**config.mk**
```make
export PLATFORM = sky130hd
export DESIGN_NAME = int_alu_shift_unit
export DESIGN_NICKNAME = d
export VERILOG_FILES = /design/src/rtl/int_alu_shift_unit_pkg.sv /design/src/rtl/int_alu_shift_unit_alu.sv /design/src/rtl/int_alu_shift_unit_shifter.sv /design/src/rtl/int_alu_shift_unit.sv
export SDC_FILE = /design/constraint.sdc
export NUM_CORES = 1
export LEC_CHECK = 0
export BUFFER_PORTS_ARGS = -buffer_cell sky130_fd_sc_hd__buf_4
export CAP_MARGIN = 20
export CORE_ASPECT_RATIO = 1.25
export CORE_MARGIN = 2
export CORE_UTILIZATION = 25
export CTS_CLUSTER_DIAMETER = 40
export DETAILED_ROUTE_END_ITERATION = 10
export PLACE_DENSITY_LB_ADDON = 0.05
export RECOVER_POWER = 25
export SLEW_MARGIN = 20
export SYNTH_ARGS = -nofsm -noshare
export SYNTH_HDL_FRONTEND = slang
export SYNTH_SLANG_ARGS = --single-unit
```
**constraint.sdc**
```tcl
create_clock -name clk -period 5.4 [get_ports clk]
set_input_delay 1.08 -clock clk [delete_from_list [all_inputs] [get_ports clk]]
set_output_delay 1.08 -clock clk [all_outputs]
set_load 0.02 [all_outputs]
```
**src/rtl/int_alu_shift_unit_pkg.sv**
```systemverilog
// -----------------------------------------------------------------------------
// int_alu_shift_unit_pkg
// Shared widths and encodings for the integer ALU / barrel-shifter execution
// unit. The ALU code, shift type and shift-operand type enums give names to
// the raw input fields. Every other file in the unit imports this package.
// -----------------------------------------------------------------------------
package int_alu_shift_unit_pkg;

  localparam int DATA_WIDTH            = 32;
  localparam int SHIFT_AMOUNT_BIT_SIZE = 5;

  // ALU function codes. Codes 9-15 are reserved and produce a zero result.
  typedef enum logic [3:0] {
    ALU_ADD    = 4'd0,
    ALU_SUB    = 4'd1,
    ALU_SLT    = 4'd2,
    ALU_SLTU   = 4'd3,
    ALU_XOR    = 4'd4,
    ALU_OR     = 4'd5,
    ALU_AND    = 4'd6,
    ALU_PASS_B = 4'd7,
    ALU_PASS_A = 4'd8
  } int_alu_code_e;

  typedef enum logic [1:0] {
    SHIFT_LSL = 2'd0,
    SHIFT_LSR = 2'd1,
    SHIFT_ASR = 2'd2,
    SHIFT_ROR = 2'd3
  } shift_type_e;

  typedef enum logic {
    SHIFT_OPERAND_IMM = 1'b0,
    SHIFT_OPERAND_REG = 1'b1
  } shift_operand_type_e;

endpackage : int_alu_shift_unit_pkg

```
**src/rtl/int_alu_shift_unit_alu.sv**
```systemverilog
// -----------------------------------------------------------------------------
// int_alu_core
// Purely combinational integer ALU. All arithmetic wraps modulo 2^DATA_WIDTH.
// Reserved codes return zero, so the result never carries X.
//   code_i   : ALU function (int_alu_code_e encoding)
//   a_i, b_i : operands
//   result_o : function result
// -----------------------------------------------------------------------------
module int_alu_core
  import int_alu_shift_unit_pkg::*;
#(
  parameter int DW = DATA_WIDTH
) (
  input  logic [3:0]    code_i,
  input  logic [DW-1:0] a_i,
  input  logic [DW-1:0] b_i,
  output logic [DW-1:0] result_o
);

  always_comb begin
    // NOTE: assigning a default before the case means every path writes
    // result_o, so no latch is inferred for unlisted codes.
    result_o = '0;
    case (code_i)
      ALU_ADD:    result_o = a_i + b_i;
      ALU_SUB:    result_o = a_i - b_i;
      ALU_SLT:    result_o = DW'($signed(a_i) < $signed(b_i));
      ALU_SLTU:   result_o = DW'(a_i < b_i);
      ALU_XOR:    result_o = a_i ^ b_i;
      ALU_OR:     result_o = a_i | b_i;
      ALU_AND:    result_o = a_i & b_i;
      ALU_PASS_B: result_o = b_i;
      ALU_PASS_A: result_o = a_i;
      default:    result_o = '0;
    endcase
  end

endmodule : int_alu_core

```
**src/rtl/int_alu_shift_unit_shifter.sv**
```systemverilog
// -----------------------------------------------------------------------------
// barrel_shifter
// Purely combinational shifter with an ARM-style carry-out. The shift amount
// comes already selected (immediate or register) from the parent.
//   shift_type_i : LSL / LSR / ASR / ROR (shift_type_e encoding)
//   amt_i        : effective shift amount
//   data_i       : value to shift
//   carry_i      : carry returned unchanged when amt_i == 0
//   data_o       : shifted value
//   carry_o      : last bit shifted out (for ROR, the result MSB)
// -----------------------------------------------------------------------------
module barrel_shifter
  import int_alu_shift_unit_pkg::*;
#(
  parameter int DW = DATA_WIDTH,
  parameter int SB = SHIFT_AMOUNT_BIT_SIZE
) (
  input  logic [1:0]    shift_type_i,
  input  logic [SB-1:0] amt_i,
  input  logic [DW-1:0] data_i,
  input  logic          carry_i,
  output logic [DW-1:0] data_o,
  output logic          carry_o
);

  // One guard bit catches the last bit shifted out. For a left shift the
  // guard sits above the MSB. For a right shift it sits below the LSB. This
  // avoids indexing data_i with a variable that can go out of range.
  logic [DW:0]   lsl_ext;
  logic [DW:0]   lsr_ext;
  logic [DW-1:0] asr_res;
  logic [DW-1:0] ror_res;
  logic [SB:0]   ror_left;

  assign lsl_ext  = {1'b0, data_i} << amt_i;
  assign lsr_ext  = {data_i, 1'b0} >> amt_i;
  assign asr_res  = $signed(data_i) >>> amt_i;
  assign ror_left = (SB+1)'(DW) - {1'b0, amt_i};
  assign ror_res  = (data_i >> amt_i) | (data_i << ror_left);

  always_comb begin
    // A zero shift passes the data through and returns carry_i for every type.
    data_o  = data_i;
    carry_o = carry_i;
    if (amt_i != '0) begin
      case (shift_type_i)
        SHIFT_LSL: begin
          data_o  = lsl_ext[DW-1:0];
          carry_o = lsl_ext[DW];
        end
        SHIFT_LSR: begin
          data_o  = lsr_ext[DW:1];
          carry_o = lsr_ext[0];
        end
        SHIFT_ASR: begin
          data_o  = asr_res;
          carry_o = lsr_ext[0];  // same bit A[amt-1] as LSR
        end
        default: begin
          data_o  = ror_res;
          carry_o = ror_res[DW-1];
        end
      endcase
    end
  end

endmodule : barrel_shifter

```
**src/rtl/int_alu_shift_unit.sv**
```systemverilog
// -----------------------------------------------------------------------------
// int_alu_shift_unit
// Registered integer execution datapath. One ALU and one barrel shifter share
// operands A/B. A result selector picks one of them, and an output register
// captures the result. The unit has a latency of 1 and accepts one op per
// cycle.
//   clk, rst            : clock, synchronous active-high reset
//   stall               : hold all output registers
//   valid_in            : op present this cycle
//   op_sel              : 0 = ALU result, 1 = shifter result
//   alu_code            : ALU function
//   shift_operand_type  : 0 = immediate amount, 1 = op_b low bits
//   shift_type          : LSL / LSR / ASR / ROR
//   imm_shift_amount    : immediate shift amount
//   carry_in            : carry returned on a zero shift
//   op_a, op_b          : operands
//   valid_out, data_out, carry_out : registered results
// -----------------------------------------------------------------------------
module int_alu_shift_unit
  import int_alu_shift_unit_pkg::*;
#(
  parameter int DATA_WIDTH            = int_alu_shift_unit_pkg::DATA_WIDTH,
  parameter int SHIFT_AMOUNT_BIT_SIZE = int_alu_shift_unit_pkg::SHIFT_AMOUNT_BIT_SIZE
) (
  input  logic                             clk,
  input  logic                             rst,
  input  logic                             stall,
  input  logic                             valid_in,
  input  logic                             op_sel,
  input  logic [3:0]                       alu_code,
  input  logic                             shift_operand_type,
  input  logic [1:0]                       shift_type,
  input  logic [SHIFT_AMOUNT_BIT_SIZE-1:0] imm_shift_amount,
  input  logic                             carry_in,
  input  logic [DATA_WIDTH-1:0]            op_a,
  input  logic [DATA_WIDTH-1:0]            op_b,
  output logic                             valid_out,
  output logic [DATA_WIDTH-1:0]            data_out,
  output logic                             carry_out
);

  logic [SHIFT_AMOUNT_BIT_SIZE-1:0] shift_amt;
  logic [DATA_WIDTH-1:0]            alu_result;
  logic [DATA_WIDTH-1:0]            shift_result;
  logic                             shift_carry;

  logic                  valid_q, valid_d;
  logic [DATA_WIDTH-1:0] data_q,  data_d;
  logic                  carry_q, carry_d;

  // The register amount uses only the low bits of op_b. The upper bits are
  // ignored.
  assign shift_amt = (shift_operand_type == SHIFT_OPERAND_REG)
                   ? op_b[SHIFT_AMOUNT_BIT_SIZE-1:0]
                   : imm_shift_amount;

  int_alu_core #(
    .DW (DATA_WIDTH)
  ) u_alu (
    .code_i   (alu_code),
    .a_i      (op_a),
    .b_i      (op_b),
    .result_o (alu_result)
  );

  barrel_shifter #(
    .DW (DATA_WIDTH),
    .SB (SHIFT_AMOUNT_BIT_SIZE)
  ) u_shifter (
    .shift_type_i (shift_type),
    .amt_i        (shift_amt),
    .data_i       (op_a),
    .carry_i      (carry_in),
    .data_o       (shift_result),
    .carry_o      (shift_carry)
  );

  // The result loads even when valid_in is 0. Consumers qualify the result
  // with valid_out.
  always_comb begin
    valid_d = valid_q;
    data_d  = data_q;
    carry_d = carry_q;
    if (!stall) begin
      valid_d = valid_in;
      data_d  = op_sel ? shift_result : alu_result;
      carry_d = op_sel ? shift_carry  : 1'b0;
    end
  end

  always_ff @(posedge clk) begin
    // NOTE: state registers use non-blocking assignments, so every flop
    // samples pre-edge values and the simulation is free of ordering races.
    if (rst) begin
      valid_q <= 1'b0;
      data_q  <= '0;
      carry_q <= 1'b0;
    end else begin
      valid_q <= valid_d;
      data_q  <= data_d;
      carry_q <= carry_d;
    end
  end

  assign valid_out = valid_q;
  assign data_out  = data_q;
  assign carry_out = carry_q;

endmodule : int_alu_shift_unit

```
==> results of run 1 <==
-- power groups by stage --
stage	Combinational [uW]	Clock, uW	Sequential [uW]
6_report	2000	327	298
5_1_grt	2100	338	300
4_1_cts	1960	331	298
3_5_place_dp	1950	0	303
3_3_place_gp	1970	0	305
2_1_floorplan	1160	0	312
-- metrics by stage --
step                hold slack (ps)  area, um^2
floorplan                       541       13400
global placement                466       15100
detailed placement              475       15100
CTS                             483       15200
global route                    518       15200
finish                          479       15200
-- worst max-delay path: cells and delay by family --
kind            cells  cell delay, ps
buf+inv             2             310
compound gates      8            2820
xor+xnor            1             170
fa+ha+maj           2             740
-- cells in the final DEF, fill, tap and decap left out, types with 37 or more instances in the layout --
master	n
inv_1	117
ha_1	102
nor2_1	175
buf_4	183
nor3_1	37
a21oi_1	151
nand2_1	183
nand3_1	45
mux4_2	39
mux2i_1	165
o21ai_0	121
a221o_1	40
-- flip-flops by register name, indices dropped and copies added, names as in the netlist --
signal,flops
data_out,32
carry_out,1
valid_out,1
-- cell type report --
class | instances | share of cell area [%]
multi-input cells | 1580 | 76.2
clock buffers | 7 | 0.940
diodes | 1 | 0.0165
flip-flops and latches | 34 | 4.49
well taps | 679 | 5.60
repair buffers | 202 | 9.74
inverters | 121 | 3.01
clock inverters | 1 | 0.0330
-- cell families (layout without fill, tap and decap cells) --
group / count (synthesis) / in the layout / share of synthesized area [%]
AOI/OAI and AO/OA: 682 / 682 / 35.2
xor gates and xnor gates: 10 / 10 / 0.847
muxes: 226 / 226 / 20.8
DFF: 34 / 34 / 5.06
adders and majority gates: 104 / 104 / 9.79
and+or+nand+nor: 558 / 558 / 18.9
other: 0 / 1 / 0
buffers and inverters: 305 / 331 / 9.42
-- how the worst max path moves through the flow --
stage / from / to / slack (ps) / cells after the start
after floorplan: shift_operand_type / data_out[17] / 660 / 18
after global placement: op_a[0] / data_out[24] / 140 / 13
after detailed placement: op_a[0] / data_out[24] / 210 / 13
after CTS: op_a[0] / data_out[24] / 480 / 13
after global routing: op_a[0] / data_out[24] / 290 / 13
final: op_a[0] / data_out[24] / 430 / 13
-- metal layers --
layer  up-vias  GRT usage [%]  wire length, um
met2       764           52.4            41500
li1       7311              -                -
met4         4           18.5             6310
met5         -              0               22
met1      8289           37.1            34900
met3       231           3.40             4600
==> results.json, run 1 <==
{
  "status": "complete, but fails checks",
  "violations": "capacitance limit, slew limit",
  "drive_above_1_share_pct": 14.7,
  "ant_nets": 0,
  "layout_setup_ws_ps": 432,
  "r2r_slack_ps": 3710,
  "regArea_um2": 681,
  "critPathKind": "in -> reg",
  "critPathMaxFanout": 9,
  "arrival_ps": 5140,
  "crit_chain": "buf_4 > ha_1 > fa_1 > a211oi_1 > o21ai_0 > a41oi_1 > buf_4 > o211ai_1 > a311oi_1 > o21ai_0 > xnor2_1 > a221oi_1 > o41ai_1",
  "r2r_end": "data_out[29]",
  "finalHoldViolations": 0,
  "cts_tree": "built",
  "instances_no_fill": 2625,
  "cp_slowest_cell": "a311oi_1",
  "power_switching_uw": 1510,
  "fillers": 6004,
  "hp-start": "data_out[11]",
  "max_stage_delay_ps": 780,
  "drtIter0Drc": 1605,
  "whs_path_depth": 2,
  "yosysUniqueCellTypes": 90,
  "clock_latency_ps": 300,
  "timing.rr.start": "data_out[29]",
  "internal_power_uw": 1120,
  "synth_flop_cell": "dfxtp_1",
  "ys_top_cells_by_count": "183 x nand2_1, 177 x nor2_1, 166 x mux2i_1, 151 x a21oi_1, 142 x clkbuf_1",
  "p_leak_uw": 0.00640,
  "fin_nets": 2130,
  "finalSetupTns_ps": 0,
  "clockBufferDepth": 2,
  "final_util_pct": 28.4,
  "cellPowerDensity_mw_per_mm2": 173,
  "cts_setup_buffers": 0,
  "synth_seq_cells": 34,
  "async_reset_ff_share_pct": 0,
  "peakVddDrop_uv": 80.3,
  "synth.most_common_cell": "nand2_1",
  "initial_core_util_pct": 25.1,
  "required_ps": 5570,
  "holdBufCountCts": 0,
  "htree_num_levels": 2,
  "holdPathEnd": "data_out[11]",
  "worstSetupEndpointType": "flop",
  "synth_area_mm2": 0.0134,
  "port_buffers": 115,
  "tightest_slew_ps": 1870,
  "synth_seq_area_share_pct": 5.06,
  "fmax_mhz": 201,
  "cts_made_buffers": 5,
  "pwr-share-seq_pct": 11.3,
  "power_frac_comb_pct": 76.3,
  "reg2reg_depth": 5,
  "total_power_uw": 2630,
  "finClkSkew_ps": 0,
  "drv_cap": 1,
  "fp.dieW_um": 211,
  "grt.overflow.total": 0,
  "synth_cells": 1919,
  "dp_slack_ps": 206,
  "grt_pass1_wl_um": 125000,
  "pwr-share-clk_pct": 12.4,
  "synth.area.top_cells": "mux2i_1 12%, ha_1 9.5%, mux4_2 6.5%",
  "post_cts_resized": 0,
  "fin_crit_sh_pct": 92.0,
  "syn_avg_cell_area_um2": 7.01,
  "synth_nets": 2105,
  "synth_edf_count": 0,
  "hold_class": "reg -> reg",
  "startpoint_type": "primary input",
  "rows": 95,
  "ys.warnings.count": 0,
  "swShare_pct": 57.3,
  "multiInputGateArea_mm2": 0.0116,
  "post-route-min-period_ps": 4970,
  "area_delta_synth_final_pct": 12.9,
  "grt_pass1_vias": 16726,
  "core_mm2": 0.0535,
  "floorplan.die_area_mm2": 0.0557,
  "cts.clk_slew.worst_paths_ps": 60,
  "first_pass_iters": 7,
  "relSlewSlack_pct": -25.0,
  "viasPerCell": 6.32,
  "routed_wirelength_um": 87300,
  "post-dp-hpwl_um": 67700,
  "post_drt_wl_per_cell_um": 33.3,
  "clk_root_buffer_cell": "clkbuf_16",
  "gp_congestion": 1.03,
  "yosysTopAreaCell": "mux2i_1",
  "ios": 116,
  "setup_viol": 0,
  "grt_usage_pct": 30.8,
  "die_h_um": 263,
  "cts.sinks": 34,
  "grt_max_degree": 66,
  "synth_top_area_share_pct": 12.4,
  "vias": 16599,
  "report.final.slew_viol_count": 27,
  "antenna_found_initial": 3,
  "route.detailed.drc": 0,
  "dp.cells": 2616,
  "rsz0062_at_grt": "no"
}
Note: power is estimated with default switching activity, not from simulation.
==> inputs of run 2 (changes only) <==
--- a/config.mk
+++ b/config.mk
@@ -10,6 +10,7 @@
 export CORE_ASPECT_RATIO = 1.25
 export CORE_MARGIN = 2
 export CORE_UTILIZATION = 25
+export CTS_BUF_LIST = sky130_fd_sc_hd__clkbuf_16
 export CTS_CLUSTER_DIAMETER = 40
 export DETAILED_ROUTE_END_ITERATION = 10
 export PLACE_DENSITY_LB_ADDON = 0.05
==> results.json, run 2 (synthesis results as in run 1) <==
{
  "vias": 16589,
  "grt_pass1_wl_um": 125000,
  "fmax_mhz": 202,
  "clk_root_buffer_cell": "clkbuf_16",
  "route.detailed.drc": 0,
  "gp_congestion": 1.03,
  "layout_setup_ws_ps": 440,
  "relSlewSlack_pct": -30.6,
  "area_delta_synth_final_pct": 12.8,
  "grt_pass1_vias": 16730,
  "htree_num_levels": 2,
  "critPathMaxFanout": 9,
  "cp_num_buf_inv": 2,
  "violations": "capacitance limit, slew limit",
  "instances_no_fill": 2624,
  "first_pass_iters": 5,
  "tightest_slew_ps": 1960,
  "clock_latency_ps": 300,
  "floorplan.die_area_mm2": 0.0557,
  "max_stage_delay_ps": 800,
  "setup_viol": 0,
  "mostFrequentLayoutCells": "183 x nand2_1, 183 x buf_4, 175 x nor2_1, 165 x mux2i_1, 151 x a21oi_1",
  "startpoint_type": "primary input",
  "final_area_mm2": 0.0152,
  "clockBufferDepth": 2,
  "rows": 95,
  "fin_crit_sh_pct": 91.8,
  "cp_slowest_cell": "a311oi_1",
  "finalHoldViolations": 0,
  "post_drt_wl_per_cell_um": 33.3,
  "rsz0062_at_grt": "no",
  "grt_max_degree": 66,
  "required_ps": 5570,
  "critPathTopFamily": "compound AO/OA/AOI/OAI gates",
  "cellPowerDensity_mw_per_mm2": 172,
  "status": "complete, but fails checks",
  "fin_nets": 2130,
  "drtIter0Drc": 1643,
  "holdBufCountCts": 0,
  "port_buffers": 115,
  "diodes": 0,
  "dp_slack_ps": 206,
  "placed_cell_area_mm2": 0.0151,
  "cts_made_buffers": 5,
  "drv_cap": 1,
  "crit_chain": "buf_4 > ha_1 > fa_1 > a211oi_1 > o21ai_0 > a41oi_1 > buf_4 > o211ai_1 > a311oi_1 > o21ai_0 > xnor2_1 > a221oi_1 > o41ai_1",
  "largest_reg_flops": 32,
  "finClkSkew_ps": 0,
  "initial_core_util_pct": 25.1,
  "die_h_um": 263,
  "antenna_found_initial": 3,
  "cts.clk_slew.worst_paths_ps": 60,
  "drive_above_1_share_pct": 14.7,
  "peakVddDrop_uv": 81.1,
  "finalSetupTns_ps": 0,
  "grt.overflow.total": 0,
  "fp.dieW_um": 211,
  "cts_setup_buffers": 0,
  "final_util_pct": 28.3,
  "grt_usage_pct": 30.8,
  "cts_tree": "built",
  "hold_class": "reg -> reg",
  "report.final.slew_viol_count": 27,
  "arrival_ps": 5130,
  "post-route-min-period_ps": 4960,
  "critPathKind": "in -> reg",
  "r2r_slack_ps": 3700,
  "post-dp-hpwl_um": 67700,
  "dp.cells": 2616,
  "core_mm2": 0.0535,
  "worstSetupEndpointType": "flop",
  "routed_wirelength_um": 87500,
  "cts.sinks": 34,
  "viasPerCell": 6.32,
  "post_cts_resized": 0,
  "ios": 116,
  "p_leak_uw": 0.00640,
  "ant_nets": 0
}
==> run 2: cell count changes in the layout (fill, tap and decap cells not counted) <==
cell,previous run,this run
inv_1,117,118
diode_2,1,0
clkinv_1,0,1
clkbuf_8,1,0
clkbuf_1,18,17
==> run 2: area by class of cell <==
cell class | count | area, um^2
timing repair buffer | 202 | 1480
inverter | 121 | 457
clock inverter | 3 | 12.5
clock buffer | 5 | 125
sequential | 34 | 681
tap | 679 | 850
fill | 6006 | 38300
multi-input combinational | 1580 | 11600
==> run 2: worst register-to-register path, cell delays in order, from the launching register on <==
cell	delay [ps]
dfxtp_1	380
a221oi_1	280
nand2_1	80
nor4_1	320
a32oi_1	210
a311o_1	320
==> run 2: report_power, final <==
group	leakage, uW	internal (uW)	switching, uW
logic	0.00605	668	1340
clock network	0.0000724	168	143
registers	0.000279	272	26.7
==> run 2: per-layer routing <==
metal / up-vias / part of all wire (%) / track usage [%]
li1: 7317 / - / -
met1: 8324 / 40 / 37.1
met2: 719 / 48 / 52.4
met3: 225 / 5.0 / 3.40
met4: 4 / 7.0 / 18.5
met5: - / 0.026 / 0
==> run 2: path summary, 6_finish.rpt <==
path	from	to	cells past startpoint
setup / recovery	op_a[0]	data_out[24]	13
hold reg to reg	data_out[11]	data_out[11]	2
hold / removal	data_out[11]	data_out[11]	2
setup reg to reg	data_out[29]	data_out[29]	5
==> run 2: stage by stage <==
stage | hold slack [ps] | power (uW)
floorplan | 541 | 1470
global placement | 466 | 2270
detailed placement | 475 | 2250
CTS | 483 | 2570
global route | 518 | 2730
finish | 479 | 2610
